--- config.mk ---
export PLATFORM = sky130hd
export DESIGN_NAME = router_switch
export DESIGN_NICKNAME = d
export VERILOG_FILES = /design/src/rtl/router_switch.sv
export SDC_FILE = /design/constraint.sdc
export NUM_CORES = 1
export LEC_CHECK = 0
export CAP_MARGIN = 10
export CORE_ASPECT_RATIO = 1.25
export CORE_UTILIZATION = 48
export DETAILED_ROUTE_END_ITERATION = 10
export GPL_TIMING_DRIVEN = 0
export PLACE_DENSITY = 0.84
export SYNTH_ARGS = -nofsm -noshare
export SYNTH_HDL_FRONTEND = slang
export SYNTH_SLANG_ARGS = --single-unit
--- constraint.sdc ---
create_clock -name clk -period 5 [get_ports clk]
set_input_delay 0.75 -clock clk [delete_from_list [all_inputs] [get_ports clk]]
set_output_delay 0.75 -clock clk [all_outputs]
set_load 0.1 [all_outputs]
--- src/rtl/router_switch.sv ---
// rtl/router_switch.sv - two-state ingress-to-egress byte router with drop/error accounting
module router_switch #(
  parameter int CNT_W  = 16,
  parameter int DROP_W = 8
) (
  input  logic              clk,
  input  logic              rst,
  input  logic [1:0]        source,
  input  logic [1:0]        destination,
  input  logic              valid,
  input  logic [3:0]        fifo_empty,
  input  logic [3:0]        fifo_full,
  input  logic [7:0]        router_data_out_0,
  input  logic [7:0]        router_data_out_1,
  input  logic [7:0]        router_data_out_2,
  input  logic [7:0]        router_data_out_3,
  input  logic              err_clr,
  output logic [3:0]        fifo_rd_en,
  output logic [3:0]        out_wr_en,
  output logic [7:0]        out_data,
  output logic              busy,
  output logic [CNT_W-1:0]  xfer_count,
  output logic [DROP_W-1:0] drop_count,
  output logic [3:0]        err_status
);

  typedef enum logic {IDLE = 1'b0, XFER = 1'b1} state_e;

  state_e              state_q, state_d;
  logic [1:0]          src_q, src_d;
  logic [1:0]          dst_q, dst_d;
  logic [7:0]          hdr_q, hdr_d;
  logic [3:0]          rd_q, rd_d;
  logic [3:0]          wr_q, wr_d;
  logic [7:0]          data_q, data_d;
  logic                busy_q, busy_d;
  logic [CNT_W-1:0]    xfer_q, xfer_d;
  logic [DROP_W-1:0]   drop_q, drop_d;
  logic [3:0]          err_q, err_d;
  logic [3:0]          err_set;
  logic [1:0]          drop_inc;
  logic [DROP_W:0]     drop_sum;
  logic [7:0]          head_byte;

  // Peek the head byte of the ingress FIFO selected by the arbiter
  always_comb begin
    head_byte = router_data_out_0;
    case (source)
      2'd0: head_byte = router_data_out_0;
      2'd1: head_byte = router_data_out_1;
      2'd2: head_byte = router_data_out_2;
      2'd3: head_byte = router_data_out_3;
      default: head_byte = router_data_out_0;
    endcase
  end

  // State register
  always_ff @(posedge clk) begin
    if (rst) begin
      state_q <= IDLE;
    end else begin
      state_q <= state_d;
    end
  end

  // Next state: a request is accepted in IDLE and always resolved in one XFER cycle
  always_comb begin
    state_d = state_q;
    case (state_q)
      IDLE:    if (valid) state_d = XFER;
      XFER:    state_d = IDLE;
      default: state_d = IDLE;
    endcase
  end

  // Output/datapath next values: latch in IDLE, evaluate in XFER with fixed check priority
  always_comb begin
    src_d    = src_q;
    dst_d    = dst_q;
    hdr_d    = hdr_q;
    rd_d     = 4'b0000;
    wr_d     = 4'b0000;
    data_d   = 8'h00;
    xfer_d   = xfer_q;
    err_set  = 4'b0000;
    drop_inc = 2'd0;
    case (state_q)
      IDLE: begin
        if (valid) begin
          src_d = source;
          dst_d = destination;
          hdr_d = head_byte;
        end
      end
      XFER: begin
        if (fifo_empty[src_q]) begin
          err_set[0] = 1'b1;
          drop_inc   = 2'd1;
        end else if (fifo_full[dst_q]) begin
          // Byte stays in the ingress FIFO so the arbiter can retry it
          err_set[1] = 1'b1;
          drop_inc   = 2'd1;
        end else if (hdr_q[5:4] != dst_q) begin
          // Misrouted byte is flushed from the ingress FIFO
          rd_d       = 4'b0001 << src_q;
          err_set[2] = 1'b1;
          drop_inc   = 2'd1;
        end else begin
          rd_d   = 4'b0001 << src_q;
          wr_d   = 4'b0001 << dst_q;
          data_d = hdr_q;
          xfer_d = xfer_q + CNT_W'(1);
        end
        // A new request arriving mid-transfer is counted and discarded
        if (valid) begin
          err_set[3] = 1'b1;
          drop_inc   = drop_inc + 2'd1;
        end
      end
      default: ;
    endcase
    busy_d   = (state_d == XFER);
    err_d    = (err_clr ? 4'b0000 : err_q) | err_set;
    drop_sum = {1'b0, drop_q} + {{(DROP_W-1){1'b0}}, drop_inc};
    drop_d   = drop_sum[DROP_W] ? {DROP_W{1'b1}} : drop_sum[DROP_W-1:0];
  end

  // Registered datapath and outputs; reset aborts any in-flight request
  always_ff @(posedge clk) begin
    if (rst) begin
      src_q  <= 2'd0;
      dst_q  <= 2'd0;
      hdr_q  <= 8'h00;
      rd_q   <= 4'b0000;
      wr_q   <= 4'b0000;
      data_q <= 8'h00;
      busy_q <= 1'b0;
      xfer_q <= '0;
      drop_q <= '0;
      err_q  <= 4'b0000;
    end else begin
      src_q  <= src_d;
      dst_q  <= dst_d;
      hdr_q  <= hdr_d;
      rd_q   <= rd_d;
      wr_q   <= wr_d;
      data_q <= data_d;
      busy_q <= busy_d;
      xfer_q <= xfer_d;
      drop_q <= drop_d;
      err_q  <= err_d;
    end
  end

  assign fifo_rd_en = rd_q;
  assign out_wr_en  = wr_q;
  assign out_data   = data_q;
  assign busy       = busy_q;
  assign xfer_count = xfer_q;
  assign drop_count = drop_q;
  assign err_status = err_q;

endmodule

# ---- After elaboration in Yosys (flattened, before gate mapping)
# Cells that the tools add are included.
dict set report classes {
  n_addsub 3
  magnitude_cmp 2
  eq_ne 4
  shift 2
  n_mux 21
  bitwise_logic 5
  n_reduce_logical 5
}
# cell count
set op_table {}
lappend op_table {{8-bit case mux with 4 select lines} 1}
lappend op_table {{16-bit by 1-bit adder with 16-bit output (second input constant)} 1}
lappend op_table {{1-bit two-way mux} 10}
lappend op_table {{8-bit by 2-bit adder with 9-bit output} 1}
lappend op_table {{2-bit two-way mux} 4}
lappend op_table {{4-bit two-way mux} 2}
lappend op_table {{8-bit two-way mux} 1}
lappend op_table {{1-bit by 2-bit << shifter with 4-bit output (first input constant)} 2}
lappend op_table {{2-bit by 3-bit < comparator with 1-bit output (second input constant)} 2}
lappend op_table {{5-bit OR reduction} 1}
lappend op_table {{1-bit binary-select mux with 2-bit select} 2}
lappend op_table {{2-bit == test (second input constant)} 2}
lappend op_table {{1-bit NOT} 4}
lappend op_table {{4-bit bitwise OR} 1}
lappend op_table {{4-bit AND reduction} 1}
lappend op_table {{4-bit OR reduction} 1}
lappend op_table {{2-bit by 1-bit adder with 2-bit output (second input constant)} 1}
lappend op_table {{2-bit by 1-bit == test with 1-bit output (second input constant)} 1}
lappend op_table {{2-bit zero test} 1}
lappend op_table {{2-bit inequality test} 1}
lappend op_table {{1-bit case mux with 2 select lines} 1}
lappend op_table {{2-bit AND reduction} 1}
dict set report word_totals {
  regBits 57
  in_bits 48
  output_inout_bits 45
  wordCells 52
}

# ---- Logic depth before layout (Yosys ltp)
# Gate-level depths: netlist (run 1).
dict set report logic_depth {
  ltp_word 10
  depth_mapped 13
  ltp_nobuf 10
}

# ---- Worst setup path after synthesis (run 1)
# No wires, ideal clock.
dict set report synth_timing {
  path_kind {input to register}
  from {in fifo_empty[3]}
  to {reg drop_q[0], in the netlist drop_count[0]}
  setup_time_ns 0.073
  t_arrival_ns 3.576
  required_time_ns 4.927
  path_slack_ns 1.351
  stages 11
  n_path_buf 2
  path_cell_list {mux4_2 -> or4_4 -> buf_6 -> clkbuf_1 -> ha_1 -> and2_1 -> ha_1 -> inv_1 -> fa_1 -> nand4bb_1 -> a21oi_1}
}
dict set report synth_via {
  elab_chain_cells 9
}
# element line
set synth_rtl {}
lappend synth_rtl {{start, declared} 11} ;# input logic [3:0] fifo_empty,
lappend synth_rtl {{1-bit binary-select mux with 2-bit select *} 96} ;# if (fifo_empty[src_q]) begin
lappend synth_rtl {{1-bit two-way mux (not written as such) *} 96}
lappend synth_rtl {{1-bit two-way mux *} 96}
lappend synth_rtl {{2-bit two-way mux *} 87} ;# case (state_q)
lappend synth_rtl {{2-bit by 1-bit adder with 2-bit output} 117} ;# drop_inc = drop_inc + 2'd1;
lappend synth_rtl {{2-bit two-way mux *} 115} ;# if (valid) begin
lappend synth_rtl {{2-bit two-way mux *} 87}
lappend synth_rtl {{8-bit by 2-bit adder with 9-bit output *} 124} ;# drop_sum = {1'b0, drop_q} + {{(DROP_W-1){1'b0}}, drop_inc};
lappend synth_rtl {{8-bit two-way mux *} 125} ;# drop_d = drop_sum[DROP_W] ? {DROP_W{1'b1}} : drop_sum[DROP_W-1:0];
lappend synth_rtl {{end signal, assigned} 150} ;# drop_q <= drop_d;
lappend synth_rtl {{end, declared} 38} ;# logic [DROP_W-1:0] drop_q, drop_d;
# Mark *: on every way between the ends. The rest lies on a longest branch, timed or not. The select of a mux whose other input is x is not followed.
# A chain may end at the register's enable or synchronous reset.

# ---- Worst setup path after layout (run 1)
dict set report layout_timing {
  from {in fifo_empty[0]}
  to {reg drop_q[2], in the netlist drop_count[2]}
}
# The elaborated chain is that of the path after synthesis.

==> flow_metrics.py, run 1 <==
metrics = {
    "timing": {
        "report.final.setup_viol": 0,
        "slew_viol_final": 0,
        "finalHoldViolCount": 0,
        "tns_ps": 0,
        "post-route-min-period_ps": 4110,
        "achievable-frequency_ghz": 0.243,
        "clock_skew_ps": 6.17,
        "max_slew_margin_pct": 32.1,
        "period_share_pct": 82.2,
        "grt_setup_unrepaired": "no",
        "timing_worst_slew_pin_value_ps": 1020,
    },
    "die": {
        "die_footprint_sq_um": 5540,
        "ios": 93,
        "row_count": 29,
        "starting_utilization_of_the_core_area_pct": 49.9,
        "die_height_um": 83.0,
        "die-width_um": 66.8,
        "std_cell_core_area_sq_um": 5040,
    },
    "cts": {
        "post_cts_hold_buffer_count": 0,
        "path_clk_slew_ps": 60,
        "clock-sinks": 57,
        "clock-root-buffer": "clkbuf_8",
        "post_cts.resized_instances": 0,
        "cts.htree.levels": 3,
        "cts_bufs_inserted": 9,
        "tritoncts": "yes",
        "clk_latency_ps": 340,
        "clock_tree.buffer_depth": 2,
        "postCtsSetupRepairBufs": 0,
    },
    "layout": {
        "layout-area-overhead-vs-synth_pct": 46.2,
        "multi_input_area_sq_um": 1270,
        "final_common_cell": "clkdlybuf4s50_1",
        "final_layout_size_suffix_gt1_share_pct": 8.06,
        "final-instance-count-excl-fill": 434,
        "mostFrequentLayoutCells": "89 x clkdlybuf4s50_1, 57 x dfxtp_1, 38 x nand2_1, 34 x a21oi_1, 15 x clkbuf_1",
        "fillers": 379,
        "regArea_sq_um": 1140,
        "postLayoutCellArea_sq_um": 3680,
        "nets": 421,
        "n_antenna_cell": 0,
    },
    "critical_path": {
        "max_stage_delay_ps": 530,
        "worstPathCellList": "clkdlybuf4s50_1, mux4_2, or4_4, buf_6, clkbuf_1, ha_1, and2_1, ha_1, inv_1, fa_1, nand4bb_1, a21oi_1",
        "cp_data_arrival_time_ps": 4380,
        "crit_fanout": 10,
        "critical-path-top-cell-by-count": "ha_1",
        "worst_path_max_delay_cell": "or4_4",
        "cp_data_required_time_ps": 5270,
        "critical_path.endpoint_type": "flop",
        "critical_path.startpoint_type": "input port",
        "path_class": "input port to flop",
    },
    "drt": {
        "detail_route.iter0.violations": 204,
        "route.detailed.drc": 0,
        "drtAntennaViolNets": 0,
        "finalWirelength_um": 6380,
        "dr_vias": 2450,
        "drt_first_pass_iters": 6,
        "detailed_route_wire_length_per_cell_um": 14.7,
        "route.detailed.vias_per_inst": 5.65,
    },
    "global_route": {
        "use_met3_pct": 9.07,
        "grt_start_max_net_pins": 11,
        "initial_antenna_violation_count": 0,
        "overflow": 0,
        "gr-max-usage-layer": "met2",
        "first_global_vias": 2428,
        "grt_first_pass_wirelength_um": 10700,
        "met2_usage_pct": 44.4,
        "met1_usage_pct": 27.6,
        "grtUsageTotal_pct": 25.6,
    },
    "logic_synthesis": {
        "ys_seq_area_share_pct": 45.3,
        "yosys_register_bits": 57,
        "mappedNetlistNets": 321,
        "syn_area_sq_um": 2520,
        "post_synth.cell_area_avg_sq_um": 9.39,
        "netlist_instances": 268,
        "async_reset_ff_share_pct": 0,
        "yosysWarningCount": 0,
        "synth_cell_type_count": 41,
        "synth-edff-count": 0,
        "ys.flop_type": "dfxtp_1",
    },
    "run": {
        "cap_viol_max_count": 0,
    },
    "place": {
        "placed_area_sq_um": 3490,
        "io_buffer_count": 89,
        "placed_cells_incl_taps": 419,
        "gp_congestion": 0.813,
        "post-dp-hpwl_um": 4730,
    },
    "power_and_ir_drop": {
        "ir_worst_vdd_mv": 0.186,
        "leakage_nw": 1.30,
        "pwr_density_cell_nw_per_um2": 285,
        "post-layout-total-power_mw": 1.05,
    },
    "outcome": {
        "run_status": "finished, final reports clean",
    },
    "hold_path": {
        "min_path_type": "flop to flop",
    },
}
==> synthesized netlist by cell type (6+ instances only) <==
| cell | count | area (sq um) |
|---|---|---|
| or3_1 | 6 | 37.5 |
| dfxtp_1 | 57 | 1140 |
| and2_1 | 11 | 68.8 |
| clkbuf_1 | 14 | 52.6 |
| or4_1 | 9 | 67.6 |
| mux4_2 | 10 | 225 |
| inv_1 | 9 | 33.8 |
| o31ai_1 | 9 | 67.6 |
| nand3_1 | 6 | 30.0 |
| nor2_1 | 11 | 41.3 |
| nand2_1 | 38 | 143 |
| a21oi_1 | 34 | 170 |
==> flip-flops by register name, indices dropped and copies added, names as in the netlist <==
register,count
xfer_count,16
drop_count,8
hdr_q,8
out_data,8
err_status,4
fifo_rd_en,4
out_wr_en,4
dst_q,2
src_q,2
busy,1
==> cell type report <==
cell class              count  share of cell area (%)
multi-input cells         186                    34.6
inverters                   9                   0.918
well taps                  62                    2.11
repair buffers             89                    24.2
flip-flops and latches     57                    31.0
clock buffers              12                    4.21
plain buffers              16                    1.87
clock inverters             3                    1.09
==> critical path, delay by kind of cell <==
family | cells | cell delay (ps)
AOI/OAI and AO/OA | 1 | 220
and+or+nand+nor | 3 | 1040
muxes | 1 | 510
adders and majority gates | 3 | 980
buffers and inverters | 4 | 870
==> kinds of logic (layout without fill, tap and decap cells) <==
logic type               count (synthesis)  after routing  synth area share [%]
AO/OA/AOI/OAI                           55             55                  12.8
AND/OR/NAND/NOR                        109            109                  23.6
buffers and inverters                   25            129                  4.08
flip-flops                              57             57                  45.3
XOR/XNOR                                 6              6                  2.09
multiplexers                            11             11                  9.34
adder cells (fa/ha/maj)                  5              5                  2.78
==> through the flow <==
step,utilization [%],worst slack (ps),hold slack [ps]
4_1_cts,73.0,902,458
6_report,73.0,889,455
2_1_floorplan,-,1350,430
3_5_place_dp,69.1,549,445
3_3_place_gp,69.1,602,435
5_1_grt,73.0,741,467
==> layer usage <==
metal	vias up	wire length (um)
met5	-	0
met4	0	89
met3	7	477
met2	106	3330
met1	1160	2480
li1	1177	-
==> where the power goes <==
group          internal [mW]  switching [mW]
sequential             0.464         0.00796
combinational         0.0660          0.0751
clock                  0.253           0.182
total                  0.783           0.265
==> final timing paths <==
path,from,to,slack (ps),cells after the start
max,fifo_empty[0],drop_count[2],890,12
min,hdr_q[0],out_data[0],450,1
max reg2reg,src_q[0],drop_count[2],1200,11
min reg2reg,hdr_q[0],out_data[0],450,1
(Power assumes the default switching activity.)
==> inputs of run 2 (changes only) <==
Settings changed: CORE_UTILIZATION 48 to 44, PLACE_DENSITY 0.84 to 0.77.
Clock period 5 ns to 4.1 ns, I/O delays scaled along.
==> run 2 against run 1 <==
Against the previous run:
- wire length decreased by 4.9%
- combinational power increased by 22%
- power is 21% higher
- register-to-register slack worse by 870 ps
- global-route usage shrank 4.9 points
==> flow_metrics.py, run 2 (same netlist as run 1, synthesis figures left out) <==
metrics = {
    "outcome": {
        "run_status": "finished, final reports clean",
    },
    "cts": {
        "post_cts.resized_instances": 0,
        "post_cts_hold_buffer_count": 0,
        "clock-root-buffer": "clkbuf_8",
        "clock_tree.buffer_depth": 2,
        "clock-sinks": 57,
        "cts_bufs_inserted": 9,
        "clk_latency_ps": 330,
        "postCtsSetupRepairBufs": 0,
        "path_clk_slew_ps": 60,
        "cts.htree.levels": 3,
        "tritoncts": "yes",
    },
    "layout": {
        "n_antenna_cell": 0,
        "mostFrequentLayoutCells": "89 x clkdlybuf4s50_1, 57 x dfxtp_1, 38 x nand2_1, 34 x a21oi_1, 15 x clkbuf_1",
        "final_core_util_pct": 67.3,
        "largest_register_ff_count": 16,
        "final_common_cell": "clkdlybuf4s50_1",
        "layout-area-overhead-vs-synth_pct": 46.5,
        "final_layout_size_suffix_gt1_share_pct": 8.33,
        "nets": 421,
        "fillers": 442,
    },
    "die": {
        "std_cell_core_area_sq_um": 5480,
        "row_count": 30,
        "die_height_um": 86.6,
        "die-width_um": 69.7,
        "starting_utilization_of_the_core_area_pct": 45.9,
        "die_footprint_sq_um": 6030,
        "ios": 93,
    },
    "place": {
        "dpl_worst_slack_ps": -240,
        "io_buffer_count": 89,
        "post-dp-hpwl_um": 4530,
        "gp_congestion": 0.815,
    },
    "drt": {
        "route.detailed.vias_per_inst": 5.49,
        "finalWirelength_um": 6060,
        "drtAntennaViolNets": 0,
        "detailed_route_wire_length_per_cell_um": 13.9,
        "dr_vias": 2392,
        "detail_route.iter0.violations": 170,
        "route.detailed.drc": 0,
        "drt_first_pass_iters": 4,
    },
    "power_and_ir_drop": {
        "pwr_density_cell_nw_per_um2": 344,
        "power.combinational.fraction_pct": 13.5,
        "share_clk_of_total_power_pct": 41.0,
        "pwr-share-seq_pct": 45.4,
        "power.internal_mw": 0.955,
        "ir_worst_vdd_mv": 0.200,
        "switching_share_pct": 24.7,
        "leakage_nw": 1.31,
        "power_switching_mw": 0.313,
        "post-layout-total-power_mw": 1.27,
    },
    "critical_path": {
        "crit_fanout": 10,
        "critical_path.endpoint_type": "flop",
        "worst_path_max_delay_cell": "mux4_2",
        "cp_data_arrival_time_ps": 4190,
        "cp_data_required_time_ps": 4360,
        "max_stage_delay_ps": 530,
        "critical_path.startpoint_type": "input port",
        "worstPathCellList": "clkdlybuf4s50_1, mux4_2, or4_4, buf_6, clkbuf_1, ha_1, and2_1, ha_1, inv_1, fa_1, nand4bb_2, a21oi_1",
        "critical-path-top-cell-by-count": "ha_1",
        "path_class": "input port to flop",
    },
    "global_route": {
        "initial_antenna_violation_count": 0,
        "first_global_vias": 2249,
        "grt_first_pass_wirelength_um": 9810,
        "grtUsageTotal_pct": 20.6,
        "grt_start_max_net_pins": 11,
        "overflow": 0,
    },
    "timing": {
        "achievable-frequency_ghz": 0.255,
        "post-route-min-period_ps": 3930,
        "clock_skew_ps": 8.07,
        "setup_ws_ps": 173,
        "grt_setup_unrepaired": "no",
        "finalHoldViolCount": 0,
        "max_slew_margin_pct": 33.3,
        "report.final.setup_viol": 0,
        "tns_ps": 0,
        "worst_hold_check_slack_ps": 454,
        "timing_worst_slew_pin_value_ps": 997,
        "period_share_pct": 95.8,
        "slew_viol_final": 0,
    },
    "run": {
        "cap_viol_max_count": 0,
    },
    "hold_path": {
        "min_path_type": "flop to flop",
    },
}
-- run 2: cell counts in the layout (fill, tap and decap cells not counted) --
No cell type changed its count.
-- run 2: per-stage QoR --
stage	cell area, sq um	std cells
detailed placement	3490	421
CTS	3680	436
floorplan	2520	268
global placement	3490	421
global route	3690	436
finish	3690	436
-- run 2: cell type report --
class,instances,area (sq um),share of cell area (%)
Clock inverter,3,40.0,1.09
Timing Repair Buffer,89,891,24.2
Tap cell,64,80.1,2.17
Buffer,16,68.8,1.87
Sequential cell,57,1140,30.9
Inverter,9,33.8,0.916
Clock buffer,12,155,4.21
Multi-Input combinational cell,186,1280,34.7
-- run 2: final timing paths --
| kind | start | end | slack, ps | cells past startpoint |
|---|---|---|---|---|
| worst max register to register | src_q[0] | drop_count[5] | 330 | 11 |
| worst min register to register | hdr_q[6] | hdr_q[6] | 450 | 2 |
| worst max-delay path | fifo_empty[3] | drop_count[5] | 170 | 12 |
| worst min-delay path | hdr_q[6] | hdr_q[6] | 450 | 2 |
-- run 2: metal layers --
metal  vias to the layer above  wire (um)  global-route usage (%)
met5                         -          0                       0
met4                         0        136                    10.2
met3                        14        323                    4.53
met2                        82       3090                    36.7
met1                      1120       2510                    23.4
li1                       1176          -                       -
-- run 2: power groups by stage --
stage / clock (mW) / sequential [mW] / combinational [mW]
after floorplan: 0 / 0.618 / 0.0709
after global placement: 0 / 0.588 / 0.170
after detailed placement: 0 / 0.588 / 0.172
after CTS: 0.528 / 0.576 / 0.173
after global routing: 0.553 / 0.577 / 0.186
final: 0.520 / 0.576 / 0.172
-- run 2: critical path: cells and delay by family --
family / cells / cell delay (ps)
and+or+nand+nor: 3 / 1020
muxes: 1 / 530
adders and majority gates: 3 / 970
buffers and inverters: 4 / 840
AOI/OAI and AO/OA: 1 / 200
